--- src/rtl/axi_mux_aw_w_arbiter.sv ---
// axi_mux_aw_w_arbiter
// Control block of an AXI mux: arbitrates NoSlvPorts upstream AW channels
// onto one downstream AW and routes W beats in AW order through a small
// FIFO of granted port indices. Payload muxing lives outside this block and
// is driven from aw_sel_o / w_sel_o.
// Optional feature: define AXI_MUX_FIXED_PRIO_EN to replace round-robin
// arbitration with fixed lowest-index-wins priority.
module axi_mux_aw_w_arbiter #(
  parameter int unsigned NoSlvPorts = 4,
  parameter int unsigned MaxWTrans  = 8,
  parameter int unsigned SelWidth   = $clog2(NoSlvPorts)
) (
  input  logic                  clk_i,
  input  logic                  rst_i,
  input  logic [NoSlvPorts-1:0] slv_aw_valid_i,
  output logic [NoSlvPorts-1:0] slv_aw_ready_o,
  output logic                  mst_aw_valid_o,
  input  logic                  mst_aw_ready_i,
  output logic [SelWidth-1:0]   aw_sel_o,
  input  logic [NoSlvPorts-1:0] slv_w_valid_i,
  input  logic [NoSlvPorts-1:0] slv_w_last_i,
  output logic [NoSlvPorts-1:0] slv_w_ready_o,
  output logic                  mst_w_valid_o,
  input  logic                  mst_w_ready_i,
  output logic [SelWidth-1:0]   w_sel_o,
  output logic                  w_fifo_full_o,
  output logic                  w_fifo_empty_o
);

  localparam int unsigned PtrWidth = (MaxWTrans > 1) ? $clog2(MaxWTrans) : 1;
  localparam int unsigned CntWidth = $clog2(MaxWTrans + 1);

  typedef logic [SelWidth-1:0] sel_t;
  typedef logic [PtrWidth-1:0] ptr_t;
  typedef logic [CntWidth-1:0] cnt_t;

  typedef enum logic {
    AW_IDLE,
    AW_LOCKED
  } aw_state_e;

  aw_state_e state_q, state_d;
  sel_t      grant_q, grant_d;
  sel_t      arb_grant;
  logic      arb_found;

`ifndef AXI_MUX_FIXED_PRIO_EN
  sel_t      rr_ptr_q, rr_ptr_d;
`endif

  // W-route FIFO storage and bookkeeping
  sel_t      fifo_mem [MaxWTrans];
  ptr_t      rd_ptr_q, wr_ptr_q;
  cnt_t      count_q;
  logic      fifo_full, fifo_empty;
  logic      push, pop;
  sel_t      push_port;
  sel_t      head;

  assign fifo_full      = (count_q == cnt_t'(MaxWTrans));
  assign fifo_empty     = (count_q == '0);
  assign w_fifo_full_o  = fifo_full;
  assign w_fifo_empty_o = fifo_empty;
  assign head           = fifo_mem[rd_ptr_q];

  function automatic ptr_t ptr_inc(input ptr_t p);
    return (p == ptr_t'(MaxWTrans - 1)) ? '0 : p + ptr_t'(1);
  endfunction

  // Pick the requesting port that would win arbitration this cycle
  always_comb begin
    // NOTE: every variable assigned in a combinational block gets a default
    // first, so no path leaves it unassigned and no latch is inferred.
    arb_found = 1'b0;
    arb_grant = '0;
    for (int i = 0; i < int'(NoSlvPorts); i++) begin
`ifdef AXI_MUX_FIXED_PRIO_EN
      if (!arb_found && slv_aw_valid_i[i]) begin
        arb_found = 1'b1;
        arb_grant = sel_t'(i);
      end
`else
      if (!arb_found &&
          slv_aw_valid_i[(int'(rr_ptr_q) + i) % int'(NoSlvPorts)]) begin
        arb_found = 1'b1;
        arb_grant = sel_t'((int'(rr_ptr_q) + i) % int'(NoSlvPorts));
      end
`endif
    end
  end

  // AW grant FSM: zero-latency grant in idle, grant held until handshake
  always_comb begin
    state_d        = state_q;
    grant_d        = grant_q;
    aw_sel_o       = '0;
    mst_aw_valid_o = 1'b0;
    slv_aw_ready_o = '0;
    push           = 1'b0;
    push_port      = grant_q;
    case (state_q)
      AW_IDLE: begin
        if (arb_found && !fifo_full) begin
          mst_aw_valid_o            = 1'b1;
          aw_sel_o                  = arb_grant;
          slv_aw_ready_o[arb_grant] = mst_aw_ready_i;
          push_port                 = arb_grant;
          if (mst_aw_ready_i) begin
            push = 1'b1;
          end else begin
            state_d = AW_LOCKED;
            grant_d = arb_grant;
          end
        end
      end
      AW_LOCKED: begin
        aw_sel_o = grant_q;
        // A full route FIFO stalls even a locked grant until a W burst ends.
        if (!fifo_full) begin
          mst_aw_valid_o          = slv_aw_valid_i[grant_q];
          slv_aw_ready_o[grant_q] = mst_aw_ready_i;
          if (slv_aw_valid_i[grant_q] && mst_aw_ready_i) begin
            push    = 1'b1;
            state_d = AW_IDLE;
          end
        end
      end
      default: state_d = AW_IDLE;
    endcase
  end

`ifndef AXI_MUX_FIXED_PRIO_EN
  // Round-robin pointer moves just past the port that completed its AW
  always_comb begin
    rr_ptr_d = rr_ptr_q;
    if (push) begin
      rr_ptr_d = (push_port == sel_t'(NoSlvPorts - 1)) ? '0
                                                       : push_port + sel_t'(1);
    end
  end
`endif

  // W steering from the FIFO head; pop on the last beat's handshake
  always_comb begin
    w_sel_o       = '0;
    mst_w_valid_o = 1'b0;
    slv_w_ready_o = '0;
    pop           = 1'b0;
    if (!fifo_empty) begin
      w_sel_o             = head;
      mst_w_valid_o       = slv_w_valid_i[head];
      slv_w_ready_o[head] = mst_w_ready_i;
      pop = slv_w_valid_i[head] & mst_w_ready_i & slv_w_last_i[head];
    end
  end

  // Control state registers with synchronous reset
  always_ff @(posedge clk_i) begin
    // NOTE: sequential state uses non-blocking assignments so every register
    // samples values from before the edge, independent of statement order.
    if (rst_i) begin
      state_q  <= AW_IDLE;
      grant_q  <= '0;
`ifndef AXI_MUX_FIXED_PRIO_EN
      rr_ptr_q <= '0;
`endif
      rd_ptr_q <= '0;
      wr_ptr_q <= '0;
      count_q  <= '0;
    end else begin
      state_q  <= state_d;
      grant_q  <= grant_d;
`ifndef AXI_MUX_FIXED_PRIO_EN
      rr_ptr_q <= rr_ptr_d;
`endif
      if (push) wr_ptr_q <= ptr_inc(wr_ptr_q);
      if (pop)  rd_ptr_q <= ptr_inc(rd_ptr_q);
      case ({push, pop})
        2'b10:   count_q <= count_q + cnt_t'(1);
        2'b01:   count_q <= count_q - cnt_t'(1);
        default: count_q <= count_q;
      endcase
    end
  end

  // FIFO storage write
  always_ff @(posedge clk_i) begin
    // NOTE: the storage array has no reset; entries are only read while the
    // count marks them valid, so clearing them would buy nothing.
    if (push) fifo_mem[wr_ptr_q] <= push_port;
  end

`ifndef SYNTHESIS
  // Route FIFO must never overflow or underflow
  always_ff @(posedge clk_i) begin
    if (!rst_i) begin
      assert (!(push && fifo_full))  else $error("route FIFO push while full");
      assert (!(pop && fifo_empty))  else $error("route FIFO pop while empty");
    end
  end
`endif

endmodule

--- config.mk ---
export PLATFORM = sky130hd
export DESIGN_NAME = axi_mux_aw_w_arbiter
export DESIGN_NICKNAME = d
export VERILOG_FILES = /design/src/rtl/axi_mux_aw_w_arbiter.sv
export SDC_FILE = /design/constraint.sdc
export NUM_CORES = 1
export LEC_CHECK = 0
export ABC_CLOCK_PERIOD_IN_PS = 3200
export CAP_MARGIN = 20
export CORE_ASPECT_RATIO = 0.6
export CORE_MARGIN = 3
export CORE_UTILIZATION = 45
export CTS_CLUSTER_DIAMETER = 40
export DETAILED_ROUTE_END_ITERATION = 12
export PLACE_DENSITY = 0.76
export SETUP_SLACK_MARGIN = 0.4
export SLEW_MARGIN = 10
export SYNTH_ARGS = -nofsm -noshare
export SYNTH_HDL_FRONTEND = slang
export SYNTH_SLANG_ARGS = --single-unit
--- constraint.sdc ---
create_clock -name clk_i -period 3.2 [get_ports clk_i]
set_input_delay 0.64 -clock clk_i [delete_from_list [all_inputs] [get_ports clk_i]]
set_output_delay 0.64 -clock clk_i [all_outputs]
set_load 0.05 [all_outputs]
==> key figures, run 1 <==
Power
  • Pleak: 0.001080 uW
  • P_sw: 551.1 uW
  • Combinational Power Share: 43.0%
  • Net Sw Frac: 37.18%
  • Clock network fraction of design power: 20.9%
  • Pwr dens: 540.9 nW/um2
  • Internal power: 931.1 uW
  • Total power: 1482 uW
  • Worst IR Drop VDD: 255.2 uV
  • Sequential share of power: 36.1%

Detailed routing
  • Vias per std cell: 5.739
  • Number of routed nets with antenna violations: 0
  • Vias: 1624
  • DR DRC count: 0
  • Drt initial violations: 46
  • WL/cell: 17.47 um
  • Final WL: 4943 um
  • DRT Pass-1 Iters: 5

Setup path
  • Reg-to-reg setup timing slack: 0.12 ns
  • CP max FO: 2
  • Cell depth of the worst setup path: 12
  • Worst path cell trace: mux4_2 -> mux2_4 -> mux4_2 -> nand4_4 -> inv_2 -> ha_4 -> xor2_1 -> ha_2 -> a21oi_2 -> xor2_1 -> or3_1 -> a21oi_2
  • Worst Path Required: 3.40 ns
  • Worst path max stage delay: 0.52 ns
  • CP Launch Type: register
  • CP Class: reg -> reg
  • Crit end category: register
  • Worst R2R End: count_q[2]
  • Worst path bufs/invs: 1
  • RR Startpoint: fifo_mem[2][1]
  • R2r worst-path depth: 12
  • Slowest cell on the critical path: mux4_2
  • Worst EP arrival: 3.29 ns
  • Delay-heaviest family, CP: multiplexers

STA
  • Worst-margin pin slew: 0.6584 ns
  • Final TNS setup: 0 ns
  • Final Hold Viols: 0
  • Fin crit share: 96.33%
  • # setup viols final: 0
  • Slew headroom: 55.97%
  • RSZ-0062 raised after global routing: yes
  • Worst Clk Skew: 0.005712 ns
  • Fin. max-slew vios: 0
  • Fmax: 324.4 MHz
  • Fin crit period: 3.082 ns

Placement
  • Placed Area: 2470 um2
  • GPL Wtd Cong: 0.8640
  • Inst Count DP: 262
  • Dpl hpwl: 3534 um
  • Input/output buffers: 31

Logic synthesis
  • Post-Synth Simple-Gate Area: 19.74%
  • Unique masters post-synth: 40
  • Synth Area in Compound Gates: 9.335%
  • Synth Cell Area: 1863 um2
  • FFs w/ async S/R, synth: 0%
  • Register area share after synthesis: 45.13%
  • Synth Instances: 175
  • Post-synthesis mux area share: 15.51%
  • YS warnings: 0
  • Seq cells post-synth: 34
  • Main combinational cell family by area after synthesis: simple AND/OR/NAND/NOR gates
  • Synthesized-area fraction occupied by adder cells: 5.373%
  • Synth Flop Type: dfxtp_1
  • XOR/XNOR Fraction of Synth Area: 1.880%
  • Syn Area/Cell: 10.65 um2
  • Synth Net Count: 199
  • Post-synth EDFFs: 16

Final layout
  • Fill cell count: 278
  • Final #Nets: 259
  • Post-Layout Cell Count: 283
  • Final Cell Area: 2740 um2
  • Share of layout cells above drive strength 1: 40.25%
  • Area taken by flip-flops and latches: 853.3 um2
  • Number of diodes: 0
  • Area of the multi-input gates: 1127 um2
  • Area growth from synthesis to layout: 47.08%

Clocking
  • Root Buffer: clkbuf_8
  • Clk_lat worst skew: 0.28 ns
  • Total number of clock tree sinks: 34
  • Max Buffers Root-to-Sink: 2
  • CTS Buf Count: 5
  • CTS tree: built
  • Clk slew on worst S/H paths: 0.07 ns
  • CTS hold repair buffers: 0
  • Htree depth: 2

Status
  • Outcome: finished clean

GRT
  • Aggregate global routing overflow: 0
  • Number of global-route vias before repair: 1600
  • First-pass GRT wire length: 7810 um
  • Largest net degree at the start of global routing: 16
  • Gr usage total: 20.31%
  • Antenna violations before repair: 0

Worst hold path
  • Hold Path Depth: 2
  • Worst hold-check path type: reg -> reg
  • Hold path startpoint: rd_ptr_q[0]

Die
  • Core Footprint: 3829 um2
  • Die area: 4973 um2
  • Die span in x: 89.07 um
  • Number of I/O pins: 32
  • Row count: 17
  • Starting Density: 48.66%
  • Die height: 55.84 um

Run
  • Max-cap viol count: 0
==> timing repair <==
| item | CTS | global route |
|---|---|---|
| cloned | 0 | 0 |
| buffers inserted | 4 | 9 |
| pin swaps | 13 | 11 |
| endpoints found under the setup margin | 15 | 13 |
| gates resized for setup | 28 | 17 |
==> cell usage after synthesis, types with 2 or more instances <==
master / n / area share [%]
nor2_1: 20 / 4.0
nor2b_1: 2 / 0.67
nand3_1: 3 / 0.81
o22ai_1: 2 / 0.67
nor3b_1: 2 / 0.81
nand2b_1: 7 / 2.4
xor2_1: 3 / 1.4
nor4_1: 2 / 0.67
inv_1: 7 / 1.4
nor3_1: 3 / 0.81
a21o_1: 2 / 0.81
o21ai_0: 5 / 1.3
or3_1: 5 / 1.7
edfxtp_1: 16 / 26
dfxtp_1: 18 / 19
nor4b_1: 2 / 0.94
a21oi_1: 13 / 3.5
ha_1: 8 / 5.4
mux2i_1: 12 / 6.4
mux4_2: 6 / 7.3
nand2_1: 14 / 2.8
clkbuf_1: 5 / 1.0
==> how the worst max path moves through the flow <==
| stage | startpoint | end | slack [ns] |
|---|---|---|---|
| after detailed placement | slv_aw_valid_i[3] | count_q[2] | -0.09 |
| after floorplan | register | count_q[2] | 0.17 |
| final | fifo_mem[2][1] | count_q[2] | 0.12 |
| after global routing | register | count_q[3] | 0.03 |
| after global placement | slv_aw_valid_i[3] | slv_aw_ready_o[1] | 0.01 |
| after CTS | register | count_q[2] | 0.11 |
==> logic make-up after synthesis <==
family,count (synthesis)
simple gates,68
flops,34
compound gates,28
mux,20
buf+inv,13
fa+ha+maj,8
xor+xnor,4
==> cells in the final DEF, fill, tap and decap left out, types with 4 or more instances in the layout <==
master / n
mux4_2: 6
inv_1: 5
mux2i_1: 12
ha_1: 5
a21oi_1: 9
clkbuf_2: 4
clkbuf_8: 5
nand2_1: 13
buf_4: 28
buf_6: 4
clkdlybuf4s50_1: 13
dfxtp_1: 14
edfxtp_1: 16
nor2_1: 16
or3_1: 4
buf_12: 8
a21oi_2: 5
nand2b_1: 5
==> power by group through the flow <==
stage | combinational (uW) | clock, uW | sequential [uW]
5_1_grt | 678 | 326 | 539
6_report | 638 | 309 | 535
2_1_floorplan | 373 | 0 | 531
4_1_cts | 598 | 313 | 538
3_3_place_gp | 548 | 0 | 542
3_5_place_dp | 566 | 0 | 546
==> sequential cells by signal, summed over array words and instances (netlist names), named ones only <==
register  count
rr_ptr_q      2
fifo_mem     16
count_q       4
wr_ptr_q      3
state_q       1
grant_q       2
rd_ptr_q      3
==> through the flow <==
| step | hold slack, ns | setup WS (ns) | utilization (%) |
|---|---|---|---|
| global route | 0.5691 | 0.02858 | 71.57 |
| detailed placement | 0.5277 | -0.08709 | 64.51 |
| CTS | 0.5409 | 0.1080 | 69.28 |
| global placement | 0.4798 | 0.01496 | 64.51 |
| floorplan | 0.4683 | 0.1711 | - |
| finish | 0.5312 | 0.1175 | 71.57 |
==> metal layers <==
| metal | part of all wire (%) | up-vias | GRT usage, % |
|---|---|---|---|
| met4 | 0.77 | 0 | 4.034 |
| met3 | 5.7 | 6 | 6.361 |
| li1 | - | 761 | - |
| met5 | 0 | - | 0 |
| met2 | 51 | 44 | 33.72 |
| met1 | 42 | 813 | 26.10 |
==> worst register-to-register path, stage by stage, from the launching register on <==
cell,delay (ns)
edfxtp_1,0.40
mux4_2,0.52
mux2_4,0.30
mux4_2,0.47
nand4_4,0.13
inv_2,0.06
ha_4,0.16
xor2_1,0.14
ha_2,0.19
a21oi_2,0.03
xor2_1,0.15
or3_1,0.33
a21oi_2,0.13
==> layout make-up <==
cell class	instances	area share (%)
well taps	47	2.146
multi-input cells	128	41.14
clock inverters	3	0.5936
inverters	7	1.096
repair buffers	59	21.37
flip-flops and latches	34	31.14
clock buffers	5	2.511
Note: power is estimated with default switching activity, not from simulation.
==> run 2: changes to the inputs <==
Settings changed: CTS_BUF_LIST from default to sky130_fd_sc_hd__clkbuf_4.
==> run 2 against run 1 <==
Combinational power increased by 2%. Sequential share of layout area down 0.21 points. Total power decreased by 4.2%. Largest cell class unchanged.
==> key figures, run 2 (synthesized netlist as in run 1, its figures left out) <==
Worst hold path
  • Worst hold-check path type: reg -> reg

GRT
  • Number of global-route vias before repair: 1584 (-1.0%)
  • Antenna violations before repair: 0 (unchanged)
  • First-pass GRT wire length: 7769 um (-0.52%)
  • Largest net degree at the start of global routing: 16 (unchanged)
  • Aggregate global routing overflow: 0 (unchanged)
  • Gr usage total: 20.57% (+0.25 points)

Detailed routing
  • Vias per std cell: 5.789 (+0.88%)
  • Drt initial violations: 74 (+61%)
  • Final WL: 4944 um (about the same)
  • Vias: 1644 (+1.2%)
  • DRT Pass-1 Iters: 4 (-1)
  • DR DRC count: 0 (unchanged)
  • WL/cell: 17.41 um (-0.33%)
  • Number of routed nets with antenna violations: 0 (unchanged)

Final layout
  • Area of the multi-input gates: 1147 um2 (+1.8%)
  • Fill cell count: 271 (-2.5%)
  • Share of layout cells above drive strength 1: 40.51% (+0.25 points)
  • Max reg flops: 16 (unchanged)
  • Largest reg by FF count: fifo_mem
  • Final #Nets: 260 (+0.39%)
  • Commonest non-fill, non-tap cell in the layout: buf_4
  • Biggest regs: fifo_mem (16), count_q (4)
  • Area growth from synthesis to layout: 48.09%
  • Area taken by flip-flops and latches: 853.3 um2 (unchanged)
  • Post-Layout Cell Count: 284 (+0.35%)
  • Most frequent cells in the layout: buf_4 (25), edfxtp_1 (16), nor2_1 (15)
  • Number of diodes: 0 (unchanged)

Die
  • Die area: 4973 um2 (unchanged)
  • Row count: 17 (unchanged)
  • Starting Density: 48.66% (unchanged)
  • Number of I/O pins: 32 (unchanged)
  • Die height: 55.84 um (unchanged)
  • Die span in x: 89.07 um (unchanged)
  • Core Footprint: 3829 um2 (unchanged)

Setup path
  • Crit end category: register
  • Worst EP arrival: 3.37 ns (+0.08 ns)
  • CP max FO: 2 (unchanged)
  • Slowest cell on the critical path: mux4_2
  • CP Launch Type: register
  • Worst path cell trace: mux4_2 -> mux2_4 -> mux4_2 -> nand4_4 -> inv_2 -> ha_4 -> xor2_1 -> ha_2 -> a21oi_2 -> xor2_1 -> or3_1 -> a21oi_2
  • Worst Path Required: 3.47 ns (+0.07 ns)
  • Worst path max stage delay: 0.51 ns (about the same)
  • Delay-heaviest family, CP: multiplexers
  • CP Class: reg -> reg
  • Worst path bufs/invs: 1 (unchanged)

Power
  • Internal power: 871.7 uW (-6.4%)
  • Net Sw Frac: 38.60% (+1.4 points)
  • Pwr dens: 514.6 nW/um2 (-4.9%)
  • P_sw: 548.0 uW (-0.57%)
  • Clock network fraction of design power: 16.5% (-4.4 points)
  • Sequential share of power: 37.6% (+1.5 points)
  • Worst IR Drop VDD: 237.2 uV (-7.0%)
  • Pleak: 0.001079 uW (-0.14%)
  • Combinational Power Share: 45.9% (+2.9 points)

Clocking
  • CTS Buf Count: 5 (unchanged)
  • Clk_lat worst skew: 0.34 ns (+0.06 ns)
  • Clk slew on worst S/H paths: 0.11 ns (+0.04 ns)
  • CTS hold repair buffers: 0 (unchanged)
  • Htree depth: 2 (unchanged)
  • CTS tree: built
  • Root Buffer: clkbuf_4
  • Max Buffers Root-to-Sink: 2 (unchanged)
  • Total number of clock tree sinks: 34 (unchanged)

STA
  • Fmax: 322.0 MHz (-0.73%)
  • Worst Clk Skew: 0.005124 ns (-0.0005882 ns)
  • WHS: 0.5389 ns (+0.007660 ns)
  • Fin. max-slew vios: 0 (unchanged)
  • RSZ-0062 raised after global routing: yes
  • Fin crit share: 97.04% (+0.71 points)
  • Slew headroom: 55.53% (-0.44 points)
  • # setup viols final: 0 (unchanged)
  • Final Hold Viols: 0 (unchanged)
  • Worst-margin pin slew: 0.6649 ns (+0.006531 ns)
  • Fin crit period: 3.105 ns (+0.02276 ns)

Placement
  • Inst Count DP: 262 (unchanged)
  • Dpl hpwl: 3534 um (unchanged)
  • Input/output buffers: 31 (unchanged)
  • GPL Wtd Cong: 0.8640 (unchanged)

Run
  • Max-cap viol count: 0 (unchanged)

Status
  • Outcome: finished clean
[run 2: changes by cell type in the layout (fill, tap and decap cells not counted), sizes merged]
cell and change:
dlymetal6s2s +1, clkdlybuf4s50 -1, buf +1, dlygate4sd2 +1, clkbuf -1
[run 2: worst reg2reg max path, cell delays in order, from the launching register on]
cell and delay (ns):
edfxtp_1 0.41, mux4_2 0.51, mux2_4 0.30, mux4_2 0.48, nand4_4 0.13, inv_2 0.06
ha_4 0.16, xor2_1 0.14, ha_2 0.19, a21oi_2 0.03, xor2_1 0.15, or3_1 0.33
a21oi_2 0.14
[run 2: layer usage]
layer	global-route usage (%)	wire length (um)	vias to the layer above
met4	6.582	47	0
met5	0	0	-
met2	32.14	2493	61
met1	26.59	2107	812
met3	7.249	296	6
li1	-	-	765
[run 2: cell type report]
cell class              count  share of cell area (%)
well taps                  47                   2.132
multi-input cells         128                   41.59
repair buffers             60                   22.31
clock inverters             3                  0.5896
inverters                   7                   1.088
flip-flops and latches     34                   30.93
clock buffers               5                   1.361
[run 2: path summary, 6_finish.rpt]
path                  startpoint          to  slack (ns)  cells past startpoint
setup reg to reg  fifo_mem[2][1]  count_q[2]        0.09                     12
hold / removal       rd_ptr_q[0]    register        0.54                      2
setup / recovery  fifo_mem[2][1]  count_q[2]        0.09                     12
hold reg to reg      rd_ptr_q[0]    register        0.54                      2
[run 2: power groups by stage]
stage                     Combinational [uW]  Clock [uW]  Sequential (uW)
after global placement                   548           0              542
after global routing                     692         258              539
after CTS                                602         237              536
after floorplan                          373           0              531
final                                    651         235              534
after detailed placement                 566           0              546
[run 2: timing repair]
action                     4_1_cts  5_1_grt
resized for setup               29       24
buffers inserted                 5        9
setup endpoints to repair       15       17
pin swaps                       14       11
[run 2: stage by stage]
step | instance area [um2] | TNS [ns] | worst slack (ns) | power, uW | util [%]
2_1_floorplan | 1962 | 0 | 0.1711 | 903.8 | -
3_3_place_gp | 2470 | 0 | 0.01496 | 1089 | 64.51
3_5_place_dp | 2470 | -0.1499 | -0.08709 | 1112 | 64.51
4_1_cts | 2635 | 0 | 0.1122 | 1376 | 68.82
5_1_grt | 2759 | 0 | 0.03178 | 1488 | 72.06
6_report | 2759 | 0 | 0.09474 | 1420 | 72.06
==> edit 1, RTL diff (settings of run 1) <==
Build with the macro `AXI_MUX_FIXED_PRIO_EN` defined.
--- a/src/rtl/axi_mux_aw_w_arbiter.sv
+++ b/src/rtl/axi_mux_aw_w_arbiter.sv
@@ -5,6 +5,8 @@
 // is driven from aw_sel_o / w_sel_o.
 // Optional feature: define AXI_MUX_FIXED_PRIO_EN to replace round-robin
 // arbitration with fixed lowest-index-wins priority.
+`define AXI_MUX_FIXED_PRIO_EN
+
 module axi_mux_aw_w_arbiter #(
   parameter int unsigned NoSlvPorts = 4,
   parameter int unsigned MaxWTrans  = 8,
Check against the original RTL: not equivalent (a bounded check fails within 4 cycles, from zero or initial values and one cycle with rst_i high).
==> edit 1 against run 1 <==
  * The run now ends with setup timing left
  * Synthesized area is 6.9% lower
  * Critical path depth decreased by 1
  * Sequential share of layout area grew 0.92 points
  * Final area is 8.1% lower
  * Worst setup slack lost 0.14 ns
  * Clock skew grew 0.0013 ns
  * Routed wire length is 4.0% lower
  * Hold slack got worse by 0.025 ns
  * Via count fell by 4.4%
  * Total power is 19% lower
  * Count of clock-buffer cells in the layout did not move
  * Sequential cell count shrank 2
==> edit 1: results <==
set metrics [dict create \
    status "finished, violations left" \
    violations "setup timing" \
    crit_arrival_ns 3.43 \
    dpl_worst_slack_ns -0.119 \
    vias 1552 \
    route.met2.wl_um 2220 \
    wirelength_met1_um 2090 \
    nNetsFinal 236 \
    finalSetupViolCount 1 \
    grt_pass1_wl_um 7450 \
    grt_max_degree 17 \
    drt-pass1-iter-count 4 \
    setup_tns_ns -0.0248 \
    synthTopCellsByArea "edfxtp_1 28%, dfxtp_1 18%, mux4_2 7.8%" \
    synthDistinctLibCells 38 \
    worstPathMaxFanout 3 \
    leakage_uw 0.000979 \
    fillers 234 \
    antenna_found_initial 0 \
    dr.max_layer_used "met3" \
    ys_seq_area_share_pct 46.1 \
    drt_iter0_markers 191 \
    syn-num-nets 182 \
    grt_use_total_pct 21.9 \
    fin_skew_ns 0.00705 \
    synth_common_cells "21 x nor2_1, 16 x dfxtp_1, 16 x edfxtp_1" \
    totalWireLength_um 4740 \
    viasPerCell 5.99 \
    grt_pass1_vias 1443 \
    reg_top3 "fifo_mem: 16 flops, count_q: 4 flops" \
    met3_length_um 433 \
    slew_headroom_pct 31.2 \
    synthCells 159 \
    hold_class "flop to flop" \
    drive_above_1_share_pct 34.6 \
    hpwl_um 3360 \
    gp_congestion 0.831 \
    setup_ws_ns -0.0248 \
    ir_drop_v 0.000300 \
]
[edit 1: kinds of logic after synthesis]
kind of cell	after synthesis	share of synthesized area (%)
AOI/OAI and AO/OA	21	7.50
muxes	19	15.9
xor gates and xnor gates	4	2.02
adders and majority gates	7	5.05
DFF	32	46.1
and+or+nand+nor	66	20.4
buffers and inverters	10	3.03
[edit 1: what timing repair did]
item,CTS,global route
pin swaps,4,0
setup endpoints to repair,14,16
setup buffers,9,0
gates cloned,0,0
gates resized for setup,26,21
[edit 1: layer usage]
layer / global-route usage (%) / up-vias
li1: - / 699
met1: 30.2 / 769
met2: 35.2 / 84
met3: 6.42 / 0
met4: 3.89 / 0
met5: 0 / -
[edit 1: path summary, 6_finish.rpt]
path,start,endpoint,slack [ns],cells past startpoint
setup / recovery,flop,count_q[2],-0.02,11
hold / removal,rd_ptr_q[2],flop,0.51,2
setup reg to reg,flop,count_q[2],-0.02,11
hold reg to reg,rd_ptr_q[2],flop,0.51,2
[edit 1: worst max-delay path: stages (launching register included)]
cell,delay (ns)
dfxtp_4,0.37
mux4_2,0.54
mux2_4,0.30
mux4_2,0.42
and4b_2,0.30
ha_4,0.18
xor2_1,0.17
ha_2,0.21
a21oi_2,0.04
xor2_1,0.16
or3_1,0.32
a21oi_1,0.13
[edit 1: layout make-up]
class / instances / share of cell area [%]
multi-input cells: 117 / 40.9
flip-flops and latches: 32 / 32.1
repair buffers: 52 / 19.7
clock buffers: 5 / 2.73
well taps: 45 / 2.24
clock inverters: 3 / 1.69
inverters: 5 / 0.746
[edit 1: report_power, final]
group	leakage [uW]	internal, uW	switching (uW)
clock	0.0000541	230	149
sequential	0.000280	450	29.8
combinational	0.000646	151	192
[edit 1: per-stage QoR]
stage	hold WS, ns	cell area (um^2)
2_1_floorplan	0.467	1800
3_3_place_gp	0.487	2240
3_5_place_dp	0.506	2240
4_1_cts	0.515	2480
5_1_grt	0.553	2520
6_report	0.506	2520
==> edit 2, RTL diff (config.mk and constraints of run 1) <==
Without the edit above. One comparison of `count_q` changes from == to >=.
--- a/src/rtl/axi_mux_aw_w_arbiter.sv
+++ b/src/rtl/axi_mux_aw_w_arbiter.sv
@@ -57,7 +57,7 @@
   sel_t      push_port;
   sel_t      head;
 
-  assign fifo_full      = (count_q == cnt_t'(MaxWTrans));
+  assign fifo_full      = (count_q >= cnt_t'(MaxWTrans));
   assign fifo_empty     = (count_q == '0);
   assign w_fifo_full_o  = fifo_full;
   assign w_fifo_empty_o = fifo_empty;
Behaviour: same outputs for any inputs over 4 cycles, from zero or initial values and one cycle with rst_i high; that may be too few to reach the edited logic, so the function may still have changed.
==> edit 2 against run 1 <==
  * Final area shrank 3.9%
  * Combinational power shrank 30%
  * Die area down 1.7%
  * Hold slack worse by 0.046 ns
  * Largest power group is now sequential cells
  * Via count fell by 3.3%
  * Clock power shrank 4%
  * Routed wire length fell by 2.9%
  * Total power is 15% lower
  * Sequential cell count did not move
  * Synthesized area down 1.8%
  * Largest cell class unchanged
  * Worst setup slack worse by 0.037 ns
  * Global-route usage up 0.16 points
==> edit 2: results <==
set metrics [dict create \
    cp-start-kind "flop" \
    crit_arrival_ns 3.33 \
    grt_pass1_vias 1593 \
    drt_iter0_markers 70 \
    synth_compound_area_share_pct 11.4 \
    leakage_uw 0.00105 \
    synth-xor-area-share_pct 1.92 \
    fin_skew_ns 0.00773 \
    grt_use_total_pct 20.5 \
    worstPathMaxFanout 4 \
    route.met2.wl_um 2370 \
    hpwl_um 3400 \
    reg2reg_slack_ns 0.08 \
    status "finished, final reports clean" \
    ir_drop_v 0.000276 \
    nNetsFinal 254 \
    clockBufferDepth 2 \
    slew_headroom_pct 57.3 \
    viasPerCell 5.63 \
    synth-adder-area-share_pct 4.79 \
    synthDistinctLibCells 40 \
    grt_pass1_wl_um 7560 \
    gp_congestion 0.771 \
    ys_seq_area_share_pct 46.0 \
    drive_above_1_share_pct 33.2 \
    async_reset_ff_share_pct 0 \
    drt-pass1-iter-count 4 \
    synth_common_cells "22 x nor2_1, 18 x dfxtp_1, 16 x edfxtp_1, 16 x nand2_1, 14 x a21oi_1" \
    dr.max_layer_used "met4" \
    wirelength_met1_um 2100 \
    totalWireLength_um 4800 \
    p_int_uw 825 \
    synthTopCellsByArea "edfxtp_1 26%, dfxtp_1 20%, mux4_2 7.4%" \
    syn-num-nets 201 \
]
## edit 2: what timing repair did
item | 4_1_cts | 5_1_grt
setup buffers | 9 | 3
pin swaps | 8 | 4
resized for setup | 29 | 8
endpoints found under the setup margin | 16 | 14
## edit 2: cell type report
cell class	instances	area [um^2]
fillers	273	1150
multi-input cells	128	1050
flip-flops and latches	34	845
repair buffers	53	563
clock buffers	6	72.6
well taps	47	58.8
inverters	9	33.8
clock inverters	2	8.76
## edit 2: critical path, stage by stage (launching register included)
cell and delay, ns:
dfxtp_4 0.38, mux4_2 0.52, mux2_4 0.32, mux4_2 0.48, nand4_4 0.13, inv_2 0.06, ha_4 0.16, xor2_1 0.15
ha_2 0.21, a21oi_2 0.04, xor2_1 0.16, or3_1 0.32, a21oi_1 0.12
## edit 2: per-layer routing
layer | track usage, % | vias to the layer above
met5 | 0 | -
met4 | 6.47 | 0
met3 | 5.96 | 8
met2 | 33.2 | 48
met1 | 26.2 | 755
li1 | - | 759
## edit 2: metrics by stage
step	setup WS, ns	instance area [um^2]	std cells	hold WS, ns	util, %
2_1_floorplan	0.192	1870	178	0.456	-
3_3_place_gp	0.0165	2360	259	0.465	62.3
3_5_place_dp	-0.140	2360	259	0.486	62.3
4_1_cts	0.0916	2600	276	0.487	68.7
5_1_grt	0.0197	2630	279	0.520	69.6
6_report	0.0808	2630	279	0.485	69.6
## edit 2: final timing paths
| kind | end | cells past startpoint |
|---|---|---|
| worst max-delay path | count_q[2] | 12 |
| worst min-delay path | flop | 2 |
| worst max register to register | count_q[2] | 12 |
| worst min register to register | flop | 2 |
## edit 2: power groups by stage
stage	sequential, uW	combinational, uW	clock (uW)
after floorplan	508	258	0
after global placement	519	384	0
after detailed placement	522	400	0
after CTS	513	434	300
after global routing	517	470	330
final	514	445	297
